`config.mk`:
```
export PLATFORM = sky130hd
export DESIGN_NAME = ram_master
export DESIGN_NICKNAME = d
export VERILOG_FILES = /design/src/rtl/ram_master.sv
export SDC_FILE = /design/constraint.sdc
export NUM_CORES = 1
export LEC_CHECK = 0
export ABC_CLOCK_PERIOD_IN_PS = 4370
export CAP_MARGIN = 20
export CORE_MARGIN = 2
export CORE_UTILIZATION = 35
export DETAILED_ROUTE_END_ITERATION = 8
export GPL_ROUTABILITY_DRIVEN = 0
export GPL_TIMING_DRIVEN = 0
export PLACE_DENSITY = 0.68
export REMOVE_ABC_BUFFERS = 1
export SLEW_MARGIN = 15
export SYNTH_ARGS = -nofsm -noshare
export SYNTH_HDL_FRONTEND = slang
export SYNTH_SLANG_ARGS = --single-unit
```
`constraint.sdc`:
```
create_clock -name sysclk -period 4.37 [get_ports sysclk]
set_input_delay 0.874 -clock sysclk [delete_from_list [all_inputs] [get_ports sysclk]]
set_output_delay 0.874 -clock sysclk [all_outputs]
set_load 0.005 [all_outputs]
```
`src/rtl/ram_master.sv`:
```
// ram_master: sequences user requests and a full-memory clear onto a 256x16 synchronous RAM
module ram_master #(
  parameter int ADDR_W = 8,
  parameter int DATA_W = 16,
  parameter int DEPTH  = 256
) (
  input  logic              sysclk,
  input  logic              reset,
  input  logic              req_valid,
  input  logic              req_write,
  input  logic [ADDR_W-1:0] req_addr,
  input  logic [DATA_W-1:0] req_wdata,
  output logic              req_ready,
  output logic              rsp_valid,
  output logic [DATA_W-1:0] rsp_rdata,
  output logic              wr_done,
  input  logic              clear_start,
  output logic              clear_busy,
  output logic              ram_write,
  output logic [ADDR_W-1:0] ram_addr,
  output logic [DATA_W-1:0] ram_data_in,
  input  logic [DATA_W-1:0] ram_data_out
);
  typedef enum logic [1:0] {IDLE, ISSUE, CAPTURE, CLEAR} state_t;
  state_t              state_q;
  logic                rsp_valid_q, wr_done_q, clear_busy_q, ram_write_q;
  logic [DATA_W-1:0]   rsp_rdata_q, ram_data_in_q;
  logic [ADDR_W-1:0]   ram_addr_q;
  // a pending clear_start wins over a request, so ready drops while it is asserted
  assign req_ready   = (state_q == IDLE) && !clear_start && !reset;
  assign rsp_valid   = rsp_valid_q;
  assign rsp_rdata   = rsp_rdata_q;
  assign wr_done     = wr_done_q;
  assign clear_busy  = clear_busy_q;
  assign ram_write   = ram_write_q;
  assign ram_addr    = ram_addr_q;
  assign ram_data_in = ram_data_in_q;
  // control FSM: every RAM-side and response output is registered here
  always_ff @(posedge sysclk or posedge reset)
    if (reset) begin
      state_q       <= IDLE;
      rsp_valid_q   <= 1'b0;
      wr_done_q     <= 1'b0;
      clear_busy_q  <= 1'b0;
      ram_write_q   <= 1'b0;
      rsp_rdata_q   <= '0;
      ram_data_in_q <= '0;
      ram_addr_q    <= '0;
    end else begin
      rsp_valid_q <= 1'b0;
      wr_done_q   <= 1'b0;
      case (state_q)
        IDLE:
          if (clear_start) begin
            ram_addr_q    <= '0;
            ram_data_in_q <= '0;
            ram_write_q   <= 1'b1;
            clear_busy_q  <= 1'b1;
            state_q       <= CLEAR;
          end else if (req_valid) begin
            ram_addr_q    <= req_addr;
            ram_data_in_q <= req_wdata;
            ram_write_q   <= req_write;
            state_q       <= ISSUE;
          end
        ISSUE: begin
          ram_write_q <= 1'b0;
          wr_done_q   <= ram_write_q;
          state_q     <= ram_write_q ? IDLE : CAPTURE;
        end
        CAPTURE: begin
          rsp_rdata_q <= ram_data_out;
          rsp_valid_q <= 1'b1;
          state_q     <= IDLE;
        end
        CLEAR:
          if (ram_addr_q == ADDR_W'(DEPTH - 1)) begin
            ram_write_q  <= 1'b0;
            clear_busy_q <= 1'b0;
            ram_addr_q   <= '0;
            state_q      <= IDLE;
          end else begin
            ram_addr_q <= ram_addr_q + 1'b1;
          end
        default: state_q <= IDLE;
      endcase
    end
endmodule

```
==> results of run 1 <==
==> area by class of cell <==
type / count / share of cell area (%)
flip-flops and latches: 46 / 36.6
multi-input cells: 128 / 27.3
inverters: 2 / 0.239
clock buffers: 5 / 2.19
repair buffers: 91 / 29.3
clock inverters: 3 / 1.39
well taps: 75 / 2.98
==> logic make-up (layout without fill, tap and decap cells) <==
group / count (synthesis) / count (layout) / synth area share [%]
compound gates: 29 / 29 / 11.4
fa+ha+maj: 1 / 1 / 0.598
buf+inv: 14 / 101 / 4.18
flops: 46 / 46 / 55.0
mux: 17 / 17 / 9.09
simple gates: 81 / 81 / 19.7
==> stage by stage <==
stage | std cells | total power, uW
floorplan | 176 | 1200
global placement | 340 | 1710
detailed placement | 341 | 1740
CTS | 349 | 2060
global route | 350 | 2210
finish | 350 | 2040
==> sequential cells by signal, indices dropped and copies added, names as in the netlist <==
register / cells
ram_data_in: 16
rsp_rdata: 16
ram_addr: 8
state_q: 2
clear_busy: 1
ram_write: 1
rsp_valid: 1
wr_done: 1
==> worst register-to-register path, stage by stage, from the launching register on <==
cell     delay (ns)
dfrtp_1        0.48
or2_4          0.32
nor2_2         0.73
o22ai_1        0.20
a221o_1        0.32
==> layer usage <==
metal | global-route usage [%] | vias to the layer above | share of wire, %
met1 | 21.3 | 798 | 46
met5 | 0 | - | 0
met3 | 4.56 | 2 | 8.4
li1 | - | 828 | -
met4 | 4.58 | 0 | 0.65
met2 | 25.0 | 68 | 45
==> placed cells by master, fill, tap and decap left out, types with 2 or more instances in the layout <==
cell             instances
o21ai_2                  2
nor2_2                   2
nand3b_1                15
mux2_2                  16
and3_1                   2
o22ai_1                  2
dfrtp_1                 46
a31oi_1                  2
nand2b_1                 3
nor2b_1                  3
clkbuf_8                 5
nand2_1                 36
nand3_1                  5
clkdlybuf4s50_1         89
o21ai_0                  2
nor2_1                   8
a21oi_1                  6
==> path summary, 6_finish.rpt <==
check	from	endpoint	slack (ns)	cells after the start
setup / recovery	clear_start	req_ready	0.91	3
hold / removal	ram_data_in[1]	ram_data_in[1]	0.47	2
setup reg to reg	state_q[0]	ram_addr[3]	2.21	4
hold reg to reg	ram_data_in[1]	ram_data_in[1]	0.47	2
max in group asynchronous	reset	ram_addr[3]	2.98	3
min in group asynchronous	reset	ram_data_in[4]	0.91	2
==> report_power, final <==
part	internal [uW]	leakage [uW]	switching (uW)
registers	625	0.000565	143
logic	589	0.000697	366
clock network	171	0.0000585	146
total	1390	0.00132	655
==> results list, run 1 <==
- Share of synthesized area occupied by flip-flops and latches: 55.0%
- After detailed placement, the total cell area comes to 0.00302 mm2.
- The repair_antennas step left the layout with diodes totalling 0.
- In the routed design, unresolved DRC markers number 0.
- Buffers added to address setup during post-CTS repair amount to 0.
- The die covers 0.00662 mm2.
* Total number of yosys warnings: 0
* Top cells by area in the synthesized netlist: dfrtp_1 (55%), mux2_2 (8.6%), nand2_1 (6.5%), nand3b_1 (5.4%), buf_6 (1.6%)
* Critical Path, Cell by Cell: clkdlybuf4s50_1 > nor3_1 > clkdlybuf4s50_1
* Synth Cell Area: 0.00209 mm2
- Result of the run: completed
* Post-Place Setup Slack: 0.809 ns
- Worst setup SP type: input port
* Reg clk slew, reported paths: 0.09 ns
* Post-DP HPWL: 3540 um
- Across the run, the number of max-cap violations was 0.
* # resized after CTS: 0
- Number of DRC markers in iteration 0: 81
* Final setup skew: 0.00728 ns
- In this run, CTS created clock tree buffers numbering 5.
* Count of cell types in the netlist: 43
- The H-tree was split into 2 levels.
- Final Net Count: 320
- The slowest stage of the critical path belongs to the cell clkdlybuf4s50_1.
- The first detailed-routing pass ran for 4 iterations.
- On the critical path the largest part of the delay comes from buffers and inverters.
- Among the stages of the critical path, the cell type that occurs most often is clkdlybuf4s50_1.
- Worst hold slack after final layout: 0.468 ns
* Via count: 1,696
- The core region is 0.00585 mm2.
- The clock drives 46 sinks.
- The largest total area in the synthesized netlist belongs to dfrtp_1.
* Fraction of layout cells with a size suffix above 1: 14.2%
- Synthesis inferred 46 register bits.
- Final worst setup slack: 0.905 ns
- The number of antenna violations at the first check in global routing came to 0.
* EDFF count, synth: 0
- Critical path peak fanout: 27
- Using the TritonRoute via totals, the vias-per-cell ratio works out to 4.85.
- Clock tree synthesis selected as its root buffer the cell clkbuf_8.
- Share of the clock period used by the worst path after layout: 79.3%
- Endpoints failing setup: 0
* Fmax: 289 MHz
- Overall global routing resource usage: 15.9%
* CTS tree: yes
- Overflow left after global routing: 0
* Path type of the worst setup path: in2out
* Maximum clock path buffer count: 2
- Buffers & Inverters on Critical Path: 2
- In the final layout, the multi-input gates occupy 857 um2.
- Number of hold-repair buffers added at the cts stage: 0
- Std cell rows: 28
- Via count of the first global-routing pass: 1,618
* Mapped Avg Cell Area: 11.1 um2
- Final-report hold violation count: 0
- After synthesis, the largest area contributor takes up 55.0% of total cell area.
* Fillcell total: 530
- Initial standard-cell utilization of the core: 35.8%
* Flip-flop cell with the highest count after synthesis: dfrtp_1
* Setup TNS after final layout: 0 ns
* Synth-to-layout area growth: 50.2%
- Max_slew headroom: 38.2%
- Worst IR drop on VDD: 258 uV
- Dividing total power by cell area gives a power density of 649 mW/mm2.
- Transition at the pin with the smallest max-transition slack: 0.926 ns
- Share of async-settable or async-resettable flops after synthesis: 100%
- Detailed-route wire length per cell: 14.0 um
- For this design the static power due to leakage is 0.00132 uW.
* Gate count after technology mapping: 188
- Clock latency of the later-clocked register in the worst-skew pair: 0.30 ns
- The final max-slew violation count came to 0.
- Post-route ant nets: 0
- Layout Utilization: 53.7%
* Required time at the endpoint of the critical path: 3.50 ns
- First-pass GRT wire length: 8050 um
- The worst path needs 3.46 ns of the cycle, external delays included.
* DRT Wirelength: 4900 um
- In this run the count of I/O pins placed on the die edge is 90.
- Kind of end point of the critical path: output pin
- Design Area, Final: 0.00314 mm2
- Top cells by instance count after synthesis: dfrtp_1 (46), nand2_1 (36), mux2_2 (16)
- Die height: 81.3 um
- Port bufs: 89
* Dominant cell by count in the synthesized netlist: dfrtp_1
* RSZ-0062 raised after global routing: no
* Largest stage delay, worst path: 0.84 ns
- Classification of the worst-slack hold path: reg2reg
* Crit path DAT: 2.59 ns
* Horizontal die dimension: 81.3 um
* Maximum number of pins on one net before global-route repair: 31
- Area occupied by registers: 0.00115 mm2
Power figures use the tool's default switching activity.
==> run 2: changes to the inputs <==
Settings changed: ABC_CLOCK_PERIOD_IN_PS 4370 to 3400.
Clock period 4.37 ns to 3.4 ns, I/O delays scaled along.
==> results of run 2 <==
Same layout as run 1 (identical final DEF). Status: completed.
Main changes from that run: setup slack after placement 0.809 ns -> 0.0332 ns; setup slack after layout 0.905 ns -> 0.323 ns; register-to-register setup slack 2.21 ns -> 1.24 ns; total power 2040 uW -> 2620 uW; worst IR drop on VDD 258 uV -> 332 uV
